--- src/rtl/datapath.sv ---
// Register-transfer datapath of the teaching CPU: one 16-bit bus,
// an 8-bit ALU and the AR/PC/DR/TR/IR/R0/R1/X/Z registers.
//
// Ports:
//   clk, rst           clock, synchronous active-high reset
//   read .. zload      register/memory strobes from control
//   pcbus .. busmem    bus source/sink enables
//   alus[3:0]          ALU operation select
//   mem_addr[15:0]     memory address (AR)
//   mem_rdata[7:0]     asynchronous memory read data
//   mem_wdata[7:0]     memory write data (bus[7:0])
//   mem_re, mem_we     memory read / write enables
//   ir[7:0], z         IR contents and zero flag back to control
//   pc, r0, r1         debug taps
//   bus_conflict       sticky illegal-bus-drive flag
module datapath (
   input  logic        clk,
   input  logic        rst,
   input  logic        read,
   input  logic        write,
   input  logic        arload,
   input  logic        arinc,
   input  logic        pcinc,
   input  logic        pcload,
   input  logic        drload,
   input  logic        trload,
   input  logic        irload,
   input  logic        r1load,
   input  logic        r0load,
   input  logic        xload,
   input  logic        zload,
   input  logic        pcbus,
   input  logic        drhbus,
   input  logic        drlbus,
   input  logic        trbus,
   input  logic        r1bus,
   input  logic        r0bus,
   input  logic        membus,
   input  logic        busmem,
   input  logic [3:0]  alus,
   output logic [15:0] mem_addr,
   input  logic [7:0]  mem_rdata,
   output logic [7:0]  mem_wdata,
   output logic        mem_re,
   output logic        mem_we,
   output logic [7:0]  ir,
   output logic        z,
   output logic [15:0] pc,
   output logic [7:0]  r0,
   output logic [7:0]  r1,
   output logic        bus_conflict
);

   logic [15:0] ar_q, ar_d;
   logic [15:0] pc_q, pc_d;
   logic [7:0]  dr_q, dr_d;
   logic [7:0]  tr_q, tr_d;
   logic [7:0]  ir_q, ir_d;
   logic [7:0]  r0_q, r0_d;
   logic [7:0]  r1_q, r1_d;
   logic [7:0]  x_q, x_d;
   logic        z_q, z_d;
   logic        bc_q, bc_d;

   logic [15:0] bus;
   logic [7:0]  alu_y;
   logic [2:0]  n_src;
   logic        conflict;

   // Sources are wired-OR; overlapping drivers merge rather than
   // being arbitrated, and the conflict flag records the misuse.
   always_comb begin
      bus = 16'h0000;
      if (pcbus)  bus = bus | pc_q;
      if (drhbus) bus = bus | {dr_q, 8'h00};
      if (drlbus) bus = bus | {8'h00, dr_q};
      if (trbus)  bus = bus | {8'h00, tr_q};
      if (r0bus)  bus = bus | {8'h00, r0_q};
      if (r1bus)  bus = bus | {8'h00, r1_q};
      if (membus) bus = bus | {8'h00, mem_rdata};
   end

   // DR high byte only collides with PC; it may share with any
   // low-byte source (used to assemble 16-bit jump targets).
   always_comb begin
      n_src = {2'b00, pcbus} + {2'b00, drlbus} + {2'b00, trbus}
            + {2'b00, r0bus} + {2'b00, r1bus} + {2'b00, membus};
      conflict = (n_src > 3'd1) | (pcbus & drhbus);
   end

   always_comb begin
      alu_y = 8'h00;
      case (alus)
         4'b0001: alu_y = x_q + bus[7:0];
         4'b0010: alu_y = x_q - bus[7:0];
         4'b0011: alu_y = x_q + 8'd1;
         4'b0100: alu_y = x_q - 8'd1;
         4'b0101: alu_y = x_q & bus[7:0];
         4'b0110: alu_y = x_q | bus[7:0];
         4'b0111: alu_y = ~x_q;
         4'b1000: alu_y = x_q ^ bus[7:0];
         4'b1001: alu_y = {x_q[6:0], 1'b0};
         default: alu_y = 8'h00;
      endcase
   end

   always_comb begin
      ar_d = ar_q;
      pc_d = pc_q;
      dr_d = dr_q;
      tr_d = tr_q;
      ir_d = ir_q;
      r0_d = r0_q;
      r1_d = r1_q;
      x_d  = x_q;
      z_d  = z_q;
      bc_d = bc_q | conflict;
      if (arload)     ar_d = bus;
      else if (arinc) ar_d = ar_q + 16'd1;
      if (pcload)     pc_d = bus;
      else if (pcinc) pc_d = pc_q + 16'd1;
      if (drload) dr_d = bus[7:0];
      if (trload) tr_d = dr_q;
      if (irload) ir_d = dr_q;
      if (xload)  x_d  = bus[7:0];
      if (r1load) r1_d = bus[7:0];
      if (r0load) r0_d = alu_y;
      if (zload)  z_d  = (alu_y == 8'h00);
   end

   always_ff @(posedge clk) begin
      if (rst) begin
         ar_q <= 16'h0000;
         pc_q <= 16'h0000;
         dr_q <= 8'h00;
         tr_q <= 8'h00;
         ir_q <= 8'h00;
         r0_q <= 8'h00;
         r1_q <= 8'h00;
         x_q  <= 8'h00;
         z_q  <= 1'b0;
         bc_q <= 1'b0;
      end else begin
         ar_q <= ar_d;
         pc_q <= pc_d;
         dr_q <= dr_d;
         tr_q <= tr_d;
         ir_q <= ir_d;
         r0_q <= r0_d;
         r1_q <= r1_d;
         x_q  <= x_d;
         z_q  <= z_d;
         bc_q <= bc_d;
      end
   end

   assign mem_addr     = ar_q;
   assign mem_wdata    = bus[7:0];
   assign mem_re       = read;
   assign mem_we       = write & busmem;
   assign ir           = ir_q;
   assign z            = z_q;
   assign pc           = pc_q;
   assign r0           = r0_q;
   assign r1           = r1_q;
   assign bus_conflict = bc_q;

endmodule

--- config.mk ---
export PLATFORM = sky130hd
export DESIGN_NAME = datapath
export DESIGN_NICKNAME = d
export VERILOG_FILES = /design/src/rtl/datapath.sv
export SDC_FILE = /design/constraint.sdc
export NUM_CORES = 1
export LEC_CHECK = 0
export BUFFER_PORTS_ARGS = -buffer_cell sky130_fd_sc_hd__buf_4
export CAP_MARGIN = 10
export CORE_ASPECT_RATIO = 1.4
export CORE_UTILIZATION = 50
export DETAILED_ROUTE_END_ITERATION = 10
export HOLD_SLACK_MARGIN = 0.08
export PLACE_DENSITY = 0.74
export SKIP_LAST_GASP = 1
export SYNTH_ARGS = -nofsm -noshare
export SYNTH_HDL_FRONTEND = slang
export SYNTH_SLANG_ARGS = --single-unit
--- constraint.sdc ---
create_clock -name clk -period 5.5 [get_ports clk]
set_clock_uncertainty 0.05 [all_clocks]
set_input_delay 0.825 -clock clk [delete_from_list [all_inputs] [get_ports clk]]
set_output_delay 0.825 -clock clk [all_outputs]
set_load 0.01 [all_outputs]
==> flow_metrics.tcl, run 1 <==
set metrics [dict create \
    synth-async-reset-ratio 0 \
    fmax_ghz 0.254 \
    final_cell_count_no_fill 805 \
    clk_pin_slew_ns 0.06 \
    finalSetupTns_ns 0 \
    clkPwrFrac 0.347 \
    viasPerCell 6.06 \
    synth_flop_cell "dfxtp_1" \
    rsz0062_at_grt "no" \
    io_buffers 100 \
    dp_hpwl_um 11400 \
    start_kind "input port" \
    end_kind "flop" \
    netlist_instances 603 \
    htree_levels 3 \
    ys_seq_elements 82 \
    dp_cells 790 \
    ys_seq_area_frac 0.319 \
    cts-resized-gates 0 \
    cp.required_ns 5.68 \
    final_common_cell "buf_4" \
    drive_gt1_frac 0.187 \
    fillers 900 \
    multi_input_area_mm2 0.00313 \
    clkLatencyLatePin_ns 0.34 \
    clock_path_buffers 2 \
    worst_hold_path_type "flop to flop" \
    grt_overflow 0 \
    grt_max_degree 85 \
    ff_latch_area_mm2 0.00164 \
    vdd_drop_max_uv 171 \
    grt_pass1_wl_um 23600 \
    antenna_left 0 \
    finalSetupViolations 0 \
    seqPwrFrac 0.385 \
    p_int_uw 1270 \
    synth_edf_count 0 \
    std_cell_rows 43 \
    cp_data_arrival_time_ns 4.12 \
    cts_buffers 9 \
    slew_headroom 0.422 \
    chipWidth_um 87.8 \
    wl_per_cell_um 19.3 \
    syn-num-nets 669 \
    die_h_um 122 \
    syn_area_per_cell_um2 8.54 \
    drtIter0Drc 259 \
    vias 4878 \
    final_cell_mix "buf_4, nor2_1, dfxtp_1" \
    syn_area_mm2 0.00515 \
    crit_type "input port to flop" \
    synth_cell_types 69 \
    p_comb_frac 0.268 \
    finalCriticalPeriod_ns 3.94 \
    n_antenna_cell 0 \
    p_sw_uw 581 \
    cts_setup_buffers 0 \
    hold_ws_ns 0.449 \
    postCtsHoldBufs 0 \
    worst_slew_pin_slew_ns 0.867 \
    switching_share 0.314 \
    finalCritPeriodShare 0.717 \
    place_congestion 1.01 \
    drc_errors 0 \
    synth_warnings 0 \
    outcome "complete, no violations" \
    p_leak_uw 0.00259 \
    grt_pass1_vias 4552 \
    antenna_found_initial 0 \
    area_delta_synth_final_pct 18.9 \
    p_total_uw 1850 \
    ios 103 \
    die_area_mm2 0.0107 \
    fin_util 0.615 \
    maxCapViolations 0 \
    nets 732 \
    cts_tree "built" \
    gr-usage-all-layers 0.293 \
    start_util 0.517 \
    power_density_mw_per_mm2 302 \
    final-max-slew-violation-count 0 \
    core_mm2 0.00995 \
    final_hold_viol_count 0 \
    clockRootBuffer "clkbuf_16" \
    wl_um 15500 \
    clock-sinks 82 \
    cp_max_fo 18 \
    first_pass_iters 5 \
]
==> synth_stat cells (3+ instances only) <==
library cell	count	area, um^2
clkbuf_1	23	86.3
buf_1	3	11.3
dfxtp_1	82	1640
o21ai_0	11	55.1
buf_2	10	50.1
and2_1	3	18.8
nand3_1	14	70.1
buf_4	5	37.5
xor2_1	10	87.6
fa_1	4	80.1
a21oi_1	11	55.1
a22oi_1	35	263
nand2b_1	5	31.3
buf_6	8	90.1
a21o_1	3	22.5
o21ai_1	7	35.0
o21a_1	3	22.5
nor2b_1	9	56.3
mux2i_1	25	250
a211oi_1	64	480
nor2_1	92	345
ha_1	27	338
inv_1	25	93.8
and3_1	14	87.6
nand2_1	25	93.8
nand4_1	10	62.6
xnor2_1	22	193
==> registers in the layout (all words and copies together), names as in the netlist <==
| name | flops |
|---|---|
| z | 1 |
| dr_q | 8 |
| tr_q | 8 |
| r0 | 8 |
| x_q | 8 |
| mem_addr | 16 |
| bus_conflict | 1 |
| r1 | 8 |
| ir | 8 |
| pc | 16 |
==> routing by layer <==
layer,up-vias,global-route usage,share of wire
li1,2312,-,-
met1,2302,0.326,0.38
met2,217,0.512,0.51
met3,47,0.0467,0.056
met4,0,0.185,0.052
met5,-,0,0
==> power groups by stage <==
stage	Combinational, uW	Clock (uW)	Sequential, uW
3_3_place_gp	478	0	723
6_report	495	641	713
2_1_floorplan	318	0	714
4_1_cts	493	648	711
3_5_place_dp	489	0	724
5_1_grt	544	672	717
==> through the flow <==
step | area, um^2 | setup WS, ns
after floorplan | 5150 | 1.83
after global placement | 5800 | 1.38
after detailed placement | 5800 | 1.26
after CTS | 6120 | 1.58
after global routing | 6120 | 1.30
final | 6120 | 1.56
==> layout make-up <==
type / count / area share
clock buffer: 11 / 0.0397
clock inverter: 4 / 0.0125
inverter: 27 / 0.0166
multi-input combinational: 445 / 0.511
sequential: 82 / 0.268
tap: 135 / 0.0276
timing repair buffer: 101 / 0.124
==> critical path, stage by stage <==
cell and delay (ns):
buf_4 0.18, a22oi_1 0.18, and3_1 0.46, ha_1 0.27, inv_1 0.06, nor3_1 0.26
o311ai_0 0.17, ha_1 0.37, and3_1 0.16, a21oi_1 0.16, a31oi_1 0.14, o21a_1 0.19
nor2_1 0.13, xnor3_1 0.37, a31o_1 0.19
==> cell families (layout without fill, tap and decap cells) <==
logic type	Yosys count	after routing	share of synthesized area
adder cells (fa/ha/maj)	31	31	0.0812
XOR/XNOR	33	33	0.0588
AO/OA/AOI/OAI	159	159	0.222
flip-flops	82	82	0.319
buffers and inverters	76	143	0.0732
AND/OR/NAND/NOR	196	196	0.193
multiplexers	26	26	0.0530
==> worst paths after layout <==
| path | from | end | slack, ns | cells past startpoint |
|---|---|---|---|---|
| setup / recovery | pcbus | r0[7] | 1.56 | 15 |
| setup reg to reg | dr_q[0] | r0[7] | 1.82 | 14 |
| hold reg to reg | ir[3] | ir[3] | 0.45 | 2 |
| hold / removal | ir[3] | ir[3] | 0.45 | 2 |
(Power assumes the default switching activity.)
==> run 2, diff against run 1 <==
==> constraint.sdc (replaced) <==
create_clock -name clk -period 3.8 [get_ports clk]
set_clock_uncertainty 0.05 [all_clocks]
set_input_delay 0.57 -clock clk [delete_from_list [all_inputs] [get_ports clk]]
set_output_delay 0.57 -clock clk [all_outputs]
set_load 0.01 [all_outputs]
==> run 2 against run 1 <==
Clock power is 45% higher. Hold slack worse by 0.0052 ns. Cell area is 2.0% higher. Die area stayed put. Non-clock buffer count is 16 higher. Wire length is 1.4% higher. Register-to-register slack worse by 1.4 ns. Largest cell class unchanged. Highest routed layer unchanged.
==> flow_metrics.tcl, run 2 (same netlist as run 1, synthesis figures left out) <==
set metrics [dict create \
    outcome "complete, no violations" \
    fin_util 0.627 \
    nets 748 \
    worst_slew_pin_slew_ns 0.863 \
    dp_cells 806 \
    start_kind "input port" \
    cp_data_arrival_time_ns 3.57 \
    r2r_slack_ns 0.43 \
    fmax_ghz 0.295 \
    first_pass_iters 5 \
    hold_depth 2 \
    dp_hpwl_um 12000 \
    core_mm2 0.00995 \
    grt_pass1_vias 4810 \
    std_cell_rows 43 \
    maxCapViolations 0 \
    drc_errors 0 \
    hp-start "ir[5]" \
    hold_ws_ns 0.444 \
    rsz0062_at_grt "no" \
    min_to "ir[5]" \
    final_hold_viol_count 0 \
    p_total_uw 2710 \
    r2r-start "dr_q[1]" \
    cp_slowest_cell "o21a_1" \
    finalCriticalPeriod_ns 3.39 \
    drive_gt1_frac 0.207 \
    die_area_mm2 0.0107 \
    cts-resized-gates 0 \
    worst_hold_path_type "flop to flop" \
    grt_pass1_wl_um 24700 \
    end_kind "flop" \
    final_common_cell "buf_4" \
    viasPerCell 6.04 \
    cts_buffers 9 \
    finalSetupTns_ns 0 \
    crit_chain "buf_4 > nor3b_1 > o21a_1 > o21ai_0 > a22oi_1 > nand2_1 > ha_1 > and3_1 > a21oi_1 > a31oi_1 > o21a_1 > nor2_1 > xnor3_1 > a31o_1" \
    cp_max_fo 20 \
    slowest_delay_ns 0.38 \
    htree_levels 3 \
    clkLatencyLatePin_ns 0.34 \
    io_buffers 100 \
    n_antenna_cell 0 \
    grt_overflow 0 \
    vias 4965 \
    crit_top_cell "o21a_1" \
    finalSetupViolations 0 \
    place_congestion 0.965 \
    vdd_drop_max_uv 227 \
    ios 103 \
    slew_headroom 0.424 \
    power_density_mw_per_mm2 435 \
    clock-sinks 82 \
    area_delta_synth_final_pct 21.2 \
    wl_um 15700 \
    cts_setup_buffers 0 \
    gr-usage-all-layers 0.304 \
    postCtsHoldBufs 0 \
    p_leak_uw 0.00267 \
    cp.required_ns 3.98 \
    start_util 0.517 \
    worstReg2RegEnd "z" \
    finalCritPeriodShare 0.891 \
    antenna_found_initial 0 \
    final_cell_count_no_fill 822 \
    final_cell_mix "buf_4, nor2_1, dfxtp_1" \
    path_delay_family "compound AO/OA/AOI/OAI gates" \
    final-max-slew-violation-count 0 \
    reg2reg_depth 15 \
    cts_tree "built" \
    chipWidth_um 87.8 \
    crit_type "input port to flop" \
    antenna_left 0 \
    die_h_um 122 \
    drtIter0Drc 253 \
    clock_path_buffers 2 \
    worstPathBufferInverterCount 1 \
    clockRootBuffer "clkbuf_16" \
    clk_pin_slew_ns 0.06 \
    fillers 917 \
    wl_per_cell_um 19.1 \
    grt_max_degree 85 \
]
==> run 2: changes by cell type in the layout (fill, tap and decap cells not counted) <==
cell / before / now
clkinv_2: 0 / 1
clkbuf_8: 1 / 0
inv_6: 0 / 1
buf_4: 101 / 117
==> run 2: worst max-delay path by stage <==
stage	to	depth (start not counted)	slack (ns)	startpoint
6_report	r0[7]	14	0.41	alus[2]
5_1_grt	r0[7]	14	0.17	alus[2]
4_1_cts	r0[7]	14	0.47	dr_q[1]
3_5_place_dp	r0[7]	14	0.13	alus[2]
3_3_place_gp	r0[7]	14	0.15	alus[2]
2_1_floorplan	r0[7]	15	0.38	alus[2]
==> run 2: final cells by class <==
class / instances / area [um^2] / area share
Clock buffer: 10 / 229 / 0.0367
Clock inverter: 6 / 90.1 / 0.0144
Inverter: 27 / 101 / 0.0162
Multi-Input combinational cell: 445 / 3130 / 0.502
Sequential cell: 82 / 1640 / 0.263
Tap cell: 135 / 169 / 0.0271
Timing Repair Buffer: 117 / 878 / 0.141
==> run 2: layer usage <==
metal	part of all wire	vias up	track usage
met2	0.50	211	0.524
met3	0.059	56	0.0556
li1	-	2354	-
met1	0.38	2344	0.337
met5	0	-	0
met4	0.059	0	0.197
==> run 2: where the power goes <==
part	switching [uW]	internal (uW)
combinational	413	339
clock	352	578
sequential	101	932
total	866	1850
==> run 2: worst reg2reg max path, stage by stage, from the launching register on <==
cell and delay [ns]:
dfxtp_1 0.52, a22oi_1 0.14, and3_1 0.25, ha_1 0.22, inv_1 0.07, o21ai_0 0.08
nand2_1 0.09, o311ai_0 0.14, ha_1 0.39, a21o_1 0.20, a211oi_1 0.22, o311a_1 0.21
o211ai_1 0.12, nor4b_2 0.32, nand3b_1 0.14, o21ai_1 0.14
==> run 2: through the flow <==
stage | worst slack (ns) | instance area [um^2]
after floorplan | 0.381 | 5150
after global placement | 0.155 | 5920
after detailed placement | 0.129 | 5920
after CTS | 0.469 | 6240
after global routing | 0.172 | 6240
final | 0.413 | 6240
